--- config.mk ---
export PLATFORM = sky130hd
export DESIGN_NAME = machine_timer
export DESIGN_NICKNAME = d
export VERILOG_FILES = /design/src/rtl/machine_timer_pkg.sv /design/src/rtl/machine_timer_prescaler.sv /design/src/rtl/machine_timer.sv
export SDC_FILE = /design/constraint.sdc
export NUM_CORES = 1
export LEC_CHECK = 0
export ABC_AREA = 1
export BUFFER_PORTS_ARGS = -buffer_cell sky130_fd_sc_hd__buf_2
export CAP_MARGIN = 20
export CORE_MARGIN = 1.5
export CORE_UTILIZATION = 30
export CTS_CLUSTER_SIZE = 28
export DETAILED_ROUTE_END_ITERATION = 10
export PLACE_DENSITY_LB_ADDON = 0.12
export SLEW_MARGIN = 20
export SYNTH_ARGS = -nofsm -noshare
export SYNTH_HDL_FRONTEND = slang
export SYNTH_HIERARCHICAL = 1
export SYNTH_SLANG_ARGS = --single-unit
--- constraint.sdc ---
create_clock -name clk -period 4.3 [get_ports clk]
set_input_delay 0.43 -clock clk [delete_from_list [all_inputs] [get_ports clk]]
set_output_delay 0.43 -clock clk [all_outputs]
set_load 0.03 [all_outputs]
--- src/rtl/machine_timer_pkg.sv ---
// Shared definitions for the CLINT-style machine timer.
// Register offsets, register selector enum and the address decoder.
`ifndef MACHINE_TIMER_ENABLE
`define MACHINE_TIMER_ENABLE
`endif

package machine_timer_pkg;

    localparam logic [4:0] MT_MSIP        = 5'h00;
    localparam logic [4:0] MT_MTIMECMP_LO = 5'h04;
    localparam logic [4:0] MT_MTIMECMP_HI = 5'h08;
    localparam logic [4:0] MT_MTIME_LO    = 5'h0C;
    localparam logic [4:0] MT_MTIME_HI    = 5'h10;
    localparam logic [4:0] MT_CTRL        = 5'h14;

    typedef enum logic [2:0] {
        REG_MSIP,
        REG_CMP_LO,
        REG_CMP_HI,
        REG_MTIME_LO,
        REG_MTIME_HI,
        REG_CTRL,
        REG_NONE
    } reg_sel_e;

    // Byte offset bits [1:0] are ignored by the caller.
    function automatic reg_sel_e decode(input logic [2:0] word);
        reg_sel_e sel;
        sel = REG_NONE;
        if (word == MT_MSIP[4:2])        sel = REG_MSIP;
        if (word == MT_MTIMECMP_LO[4:2]) sel = REG_CMP_LO;
        if (word == MT_MTIMECMP_HI[4:2]) sel = REG_CMP_HI;
        if (word == MT_MTIME_LO[4:2])    sel = REG_MTIME_LO;
        if (word == MT_MTIME_HI[4:2])    sel = REG_MTIME_HI;
        if (word == MT_CTRL[4:2])        sel = REG_CTRL;
        return sel;
    endfunction

endpackage

--- src/rtl/machine_timer_prescaler.sv ---
// Tick divider for mtime: one tick every div+1 enabled cycles.
module machine_timer_prescaler #(
    parameter int WIDTH = 16
) (
    input  logic             clk,
    input  logic             reset,
    input  logic             enable,
    input  logic             clear,
    input  logic [WIDTH-1:0] div,
    output logic             tick
);

    logic [WIDTH-1:0] count;

    assign tick = enable && (count == div);

    always_ff @(posedge clk) begin
        if (!reset) begin
            count <= '0;
        end else if (clear) begin
            count <= '0;
        end else if (enable) begin
            count <= tick ? '0 : count + 1'b1;
        end
    end

endmodule

--- src/rtl/machine_timer.sv ---
// Memory-mapped machine timer (mtime/mtimecmp/msip) feeding the CSR unit.
import machine_timer_pkg::*;

module machine_timer #(
    parameter int          PRESCALER_WIDTH = 16,
    parameter logic [63:0] MTIMECMP_RESET  = 64'hFFFF_FFFF_FFFF_FFFF
) (
    input  logic        clk,
    input  logic        reset,
    input  logic        bus_read_request,
    input  logic        bus_write_request,
    input  logic [4:0]  bus_address,
    input  logic [31:0] bus_write_data,
    output logic [31:0] bus_read_data,
    output logic        bus_ack,
    output logic        interruption_request_timer,
    output logic        interruption_request_software,
    output logic [63:0] mtime_value
);

    logic [63:0] mtime;
    logic [63:0] mtimecmp;
    logic        msip;
    logic        enable;
    logic [PRESCALER_WIDTH-1:0] div;

    logic [63:0] mtime_next;
    logic [63:0] mtimecmp_next;
    logic        msip_next;
    logic        enable_next;
    logic [PRESCALER_WIDTH-1:0] div_next;
    logic        ctrl_clear;
    logic [31:0] reg_data;
    logic        tick;
    logic        rd;
    logic        wr;
    reg_sel_e    sel;
    logic        unused_addr;

    assign unused_addr = ^bus_address[1:0];
    assign sel = decode(bus_address[4:2]);
    assign wr  = bus_write_request;
    assign rd  = bus_read_request && !bus_write_request;

    machine_timer_prescaler #(
        .WIDTH(PRESCALER_WIDTH)
    ) u_prescaler (
        .clk(clk),
        .reset(reset),
        .enable(enable),
        .clear(ctrl_clear),
        .div(div),
        .tick(tick)
    );

    always_comb begin
        reg_data = 32'd0;
        case (sel)
            REG_MSIP:     reg_data = {31'd0, msip};
            REG_CMP_LO:   reg_data = mtimecmp[31:0];
            REG_CMP_HI:   reg_data = mtimecmp[63:32];
            REG_MTIME_LO: reg_data = mtime[31:0];
            REG_MTIME_HI: reg_data = mtime[63:32];
            REG_CTRL:     reg_data = {{(31-PRESCALER_WIDTH){1'b0}}, div, enable};
            default:      reg_data = 32'd0;
        endcase
    end

    // An mtime half write overrides the increment, dropping that tick.
    always_comb begin
        mtime_next    = tick ? mtime + 64'd1 : mtime;
        mtimecmp_next = mtimecmp;
        msip_next     = msip;
        enable_next   = enable;
        div_next      = div;
        ctrl_clear    = 1'b0;
        if (wr) begin
            case (sel)
                REG_MSIP:     msip_next = bus_write_data[0];
                REG_CMP_LO:   mtimecmp_next[31:0] = bus_write_data;
                REG_CMP_HI:   mtimecmp_next[63:32] = bus_write_data;
                REG_MTIME_LO: mtime_next = {mtime[63:32], bus_write_data};
                REG_MTIME_HI: mtime_next = {bus_write_data, mtime[31:0]};
                REG_CTRL: begin
                    enable_next = bus_write_data[0];
                    div_next    = bus_write_data[PRESCALER_WIDTH:1];
                    ctrl_clear  = 1'b1;
                end
                default: ;
            endcase
        end
    end

    always_ff @(posedge clk) begin
        if (!reset) begin
            mtime                      <= 64'd0;
            mtimecmp                   <= MTIMECMP_RESET;
            msip                       <= 1'b0;
            enable                     <= 1'b1;
            div                        <= '0;
            bus_ack                    <= 1'b0;
            bus_read_data              <= 32'd0;
            interruption_request_timer <= 1'b0;
        end else begin
            mtime                      <= mtime_next;
            mtimecmp                   <= mtimecmp_next;
            msip                       <= msip_next;
            enable                     <= enable_next;
            div                        <= div_next;
            bus_ack                    <= rd || wr;
            bus_read_data              <= rd ? reg_data : 32'd0;
            interruption_request_timer <= (mtime >= mtimecmp);
        end
    end

    assign interruption_request_software = msip;
    assign mtime_value                   = mtime;

endmodule
==> results.json <==
{
  "status": "completed",
  "rows": 73,
  "wl_met3_mm": 2.53,
  "ctsHtreeMaxLevel": 4,
  "edff_count_synth": 0,
  "clock_insertion_delay_worst_skew_ns": 0.47,
  "yosys_register_bits": 196,
  "synth_cells": 1801,
  "synth-warning-count": 6,
  "synth_top_cells_by_area": "sky130_fd_sc_hd__dfxtp_1, sky130_fd_sc_hd__nand2_1, sky130_fd_sc_hd__inv_1",
  "worstSetupStartpointType": "flop",
  "grt_util_all_layers_pct": 25.4,
  "slew_viol_final": 0,
  "post-route-util_pct": 35.1,
  "cts_tree": "yes",
  "cts_sinks": 196,
  "die-area_sq_um": 41900,
  "worst_hold_path.num_cells": 3,
  "end_kind": "flop",
  "criticalPathCategory": "flop to flop",
  "highest_layer": "met4",
  "crit_fanout": 13,
  "post_synthesis_cell_area_sq_um": 12200,
  "synth_largest_area_cell": "sky130_fd_sc_hd__dfxtp_1",
  "dp_hpwl_mm": 40.0,
  "wl_per_cell_um": 21.6,
  "setup_viol_count_final": 0,
  "area_growth_from_synthesis_to_layout_pct": 14.7,
  "synth_largest_type_area_fraction_pct": 32.2,
  "grt_first_pass_wirelength_mm": 78.4,
  "numPortBuffers": 137,
  "final_min_period_over_clock_period_pct": 73.7,
  "io-pin-count": 140,
  "totalWireLength_mm": 52.6,
  "number_of_different_library_cells_in_the_post_synthesis_netlist": 49,
  "timing.fmax_mhz": 316,
  "hold_buffers": 0,
  "insertedDiodeCount": 0,
  "clkTransAtPathRegs_ns": 0.07,
  "finalNetCount": 2009,
  "net-switching-power_w": 0.00132,
  "floorplan.die.width_um": 205,
  "pwr-share-comb_pct": 14.4,
  "post_cts_resize_count": 0,
  "synth_fp_nets": 1908,
  "seq_power_share_pct": 45.3,
  "worst_vdd_drop_mv": 0.229,
  "drt.antenna.violating_nets": 0,
  "final-seq-area_sq_um": 3920,
  "async_reset_ff_share_pct": 0,
  "clock_skew_ns": 0.0135,
  "chipHeight_um": 205,
  "clk_root_buffer_cell": "sky130_fd_sc_hd__clkbuf_16",
  "initial_util_pct": 30.6,
  "initialDrtViolationCount": 817,
  "fin_setup_tns_ns": 0,
  "cts-root-to-sink-buffers": 2,
  "rr_worst_depth": 17,
  "post_route_cells_drive_above_1_share_pct": 13.4,
  "regToRegStartpoint": "u_prescaler/count[2]$_SDFFE_PP0P_",
  "grt_setup_unrepaired": "false",
  "routed_via_density": 5.18,
  "part_of_the_total_power_dissipated_in_the_clock_network_pct": 40.3,
  "coreArea_sq_um": 39900,
  "pwr_density_cell_nw_per_um2": 312,
  "vias": 12600,
  "endpoint": "mtime_value[45]$_SDFFE_PN0P_",
  "post-route-drc-count": 0,
  "fill_cells": 4408,
  "cp.required_ns": 4.65,
  "first_global_vias": 12100,
  "max_cap_viol_count": 0,
  "synthFlopType": "sky130_fd_sc_hd__dfxtp_1",
  "period_minus_slack_ns": 3.17,
  "hold_viol_final": 0,
  "rrSetupSlack_ns": 1.13,
  "synth_most_common_cell": "sky130_fd_sc_hd__nand2_1",
  "firstDrtPassIters": 5,
  "synth.cells.most_frequent": "sky130_fd_sc_hd__nand2_1, sky130_fd_sc_hd__inv_1, sky130_fd_sc_hd__dfxtp_1",
  "multi_input_comb_area_sq_um": 6880,
  "globalplace.congestion": 0.932,
  "min-delay-path-class": "input pin to flop",
  "synth_seq_area_share_pct": 32.2,
  "route.met2.wl_mm": 25.1,
  "gr-total-overflow": 0,
  "timing.hold.ws_ns": 0.260,
  "p_int_w": 0.00304,
  "cts_buffers": 17,
  "cp-startpoint": "u_prescaler/count[2]$_SDFFE_PP0P_",
  "synth.avg_cell_area_sq_um": 6.77,
  "grt_start_max_net_pins": 71,
  "initial_antenna_violation_count": 0,
  "timing.rr.end": "mtime_value[45]$_SDFFE_PN0P_",
  "switching_share_pct": 30.4,
  "worst_pin_slew_ns": 0.932,
  "rel_slew_slack_pct": 37.8,
  "routedLengthMet1_mm": 23.8,
  "cts.repair_timing.setup_buffer_count": 0,
  "timing.critical_path.arrival_ns": 3.52,
  "total_leakage_power_nw": 6.28
}
==> layout make-up <==
class                           instances  area share, %
Timing Repair Buffer                  160           6.15
Inverter                              281           7.54
Multi-Input combinational cell       1246           49.2
Tap cell                              525           4.70
Clock buffer                           23           3.49
Sequential cell                       196           28.0
Clock inverter                          8          0.885
==> worst max-delay path, stage by stage (launching register included) <==
cell,delay (ns)
sky130_fd_sc_hd__dfxtp_1,0.51
sky130_fd_sc_hd__nor2_1,0.09
sky130_fd_sc_hd__nor3_1,0.19
sky130_fd_sc_hd__nand2_1,0.07
sky130_fd_sc_hd__nor3_1,0.13
sky130_fd_sc_hd__nand2_1,0.07
sky130_fd_sc_hd__nor2_1,0.11
sky130_fd_sc_hd__buf_4,0.26
sky130_fd_sc_hd__inv_1,0.21
sky130_fd_sc_hd__nor2_1,0.14
sky130_fd_sc_hd__nand2_1,0.13
sky130_fd_sc_hd__nor2_1,0.12
sky130_fd_sc_hd__buf_4,0.15
sky130_fd_sc_hd__nand4_1,0.21
sky130_fd_sc_hd__nor2_1,0.33
sky130_fd_sc_hd__nand2_1,0.09
sky130_fd_sc_hd__nand3_1,0.15
sky130_fd_sc_hd__a21oi_1,0.09
==> power by group through the flow <==
| stage | Combinational (W) | Sequential, W | Clock (W) |
|---|---|---|---|
| after floorplan | 0.000351 | 0.00205 | 0 |
| after global placement | 0.000623 | 0.00202 | 0 |
| after detailed placement | 0.000627 | 0.00202 | 0 |
| after CTS | 0.000630 | 0.00198 | 0.00180 |
| after global routing | 0.000696 | 0.00199 | 0.00187 |
| final | 0.000629 | 0.00198 | 0.00176 |
==> state kept, by name, summed over array words and instances (netlist names) <==
name and count:
mtime_value 64, mtimecmp 64, bus_read_data 32, div 16, u_prescaler/count 16, bus_ack 1
enable 1, interruption_request_software 1, interruption_request_timer 1
==> metal layers <==
metal  vias to the layer above  track usage [%]
met5                         -                0
met4                         0             7.09
met3                        48             3.88
met2                       323             42.6
met1                      5991             33.5
li1                       6277                -
==> logic make-up (layout without fill, tap and decap cells) <==
logic type,count (synthesis),after routing,synth area share (%)
simple gates,729,729,26.6
compound gates,429,429,21.4
buf+inv,359,472,11.5
flops,196,196,32.2
fa+ha+maj,66,66,6.77
xor+xnor,21,21,1.51
mux,1,1,0.0821
==> layout by cell type, fill, tap and decap left out, types with 2 or more instances in the layout <==
| master | count |
|---|---|
| sky130_fd_sc_hd__o21ai_1 | 3 |
| sky130_fd_sc_hd__a21oi_1 | 109 |
| sky130_fd_sc_hd__ha_1 | 66 |
| sky130_fd_sc_hd__nor2_4 | 7 |
| sky130_fd_sc_hd__inv_1 | 269 |
| sky130_fd_sc_hd__clkbuf_16 | 17 |
| sky130_fd_sc_hd__nand3_1 | 103 |
| sky130_fd_sc_hd__clkbuf_8 | 4 |
| sky130_fd_sc_hd__dfxtp_1 | 196 |
| sky130_fd_sc_hd__o221ai_1 | 60 |
| sky130_fd_sc_hd__or2_2 | 2 |
| sky130_fd_sc_hd__clkinvlp_4 | 2 |
| sky130_fd_sc_hd__bufinv_16 | 3 |
| sky130_fd_sc_hd__nand2_2 | 7 |
| sky130_fd_sc_hd__a211oi_1 | 17 |
| sky130_fd_sc_hd__clkinv_2 | 2 |
| sky130_fd_sc_hd__clkbuf_1 | 2 |
| sky130_fd_sc_hd__nand3_2 | 9 |
| sky130_fd_sc_hd__nand2_1 | 347 |
| sky130_fd_sc_hd__buf_4 | 24 |
| sky130_fd_sc_hd__nor4_1 | 6 |
| sky130_fd_sc_hd__nor2_2 | 26 |
| sky130_fd_sc_hd__a31oi_1 | 24 |
| sky130_fd_sc_hd__nand3b_1 | 3 |
| sky130_fd_sc_hd__o21bai_1 | 3 |
| sky130_fd_sc_hd__o211ai_1 | 4 |
| sky130_fd_sc_hd__nor2_1 | 160 |
| sky130_fd_sc_hd__nor3_1 | 18 |
| sky130_fd_sc_hd__o22ai_1 | 46 |
| sky130_fd_sc_hd__o21a_1 | 5 |
| sky130_fd_sc_hd__nand4_1 | 33 |
| sky130_fd_sc_hd__xnor2_1 | 5 |
| sky130_fd_sc_hd__o21ai_0 | 138 |
| sky130_fd_sc_hd__xor2_1 | 16 |
| sky130_fd_sc_hd__inv_2 | 11 |
| sky130_fd_sc_hd__buf_2 | 136 |
| sky130_fd_sc_hd__a221oi_1 | 16 |
==> per-stage QoR <==
stage	std cells	total power (W)	cell area [sq um]	worst slack [ns]
4_1_cts	2439	0.00440	14000	1.14
5_1_grt	2439	0.00455	14000	0.881
3_3_place_gp	2408	0.00264	13400	1.21
6_report	2439	0.00436	14000	1.13
2_1_floorplan	1801	0.00240	12200	2.09
3_5_place_dp	2408	0.00265	13400	1.18
==> how the worst min path moves through the flow <==
stage | startpoint | end | slack [ns]
finish | bus_write_data[18] | mtime_value[18]$_SDFFE_PN0P_ | 0.26
global route | bus_write_data[25] | mtime_value[25]$_SDFFE_PN0P_ | 0.26
CTS | bus_write_data[26] | mtime_value[26]$_SDFFE_PN0P_ | 0.24
detailed placement | interruption_request_software$_SDFFE_PN0P_ | interruption_request_software$_SDFFE_PN0P_ | 0.47
global placement | interruption_request_software$_SDFFE_PN0P_ | interruption_request_software$_SDFFE_PN0P_ | 0.46
floorplan | div[0]$_SDFFE_PN0P_ | div[0]$_SDFFE_PN0P_ | 0.44
No activity file was read; power rests on OpenSTA's default activity.
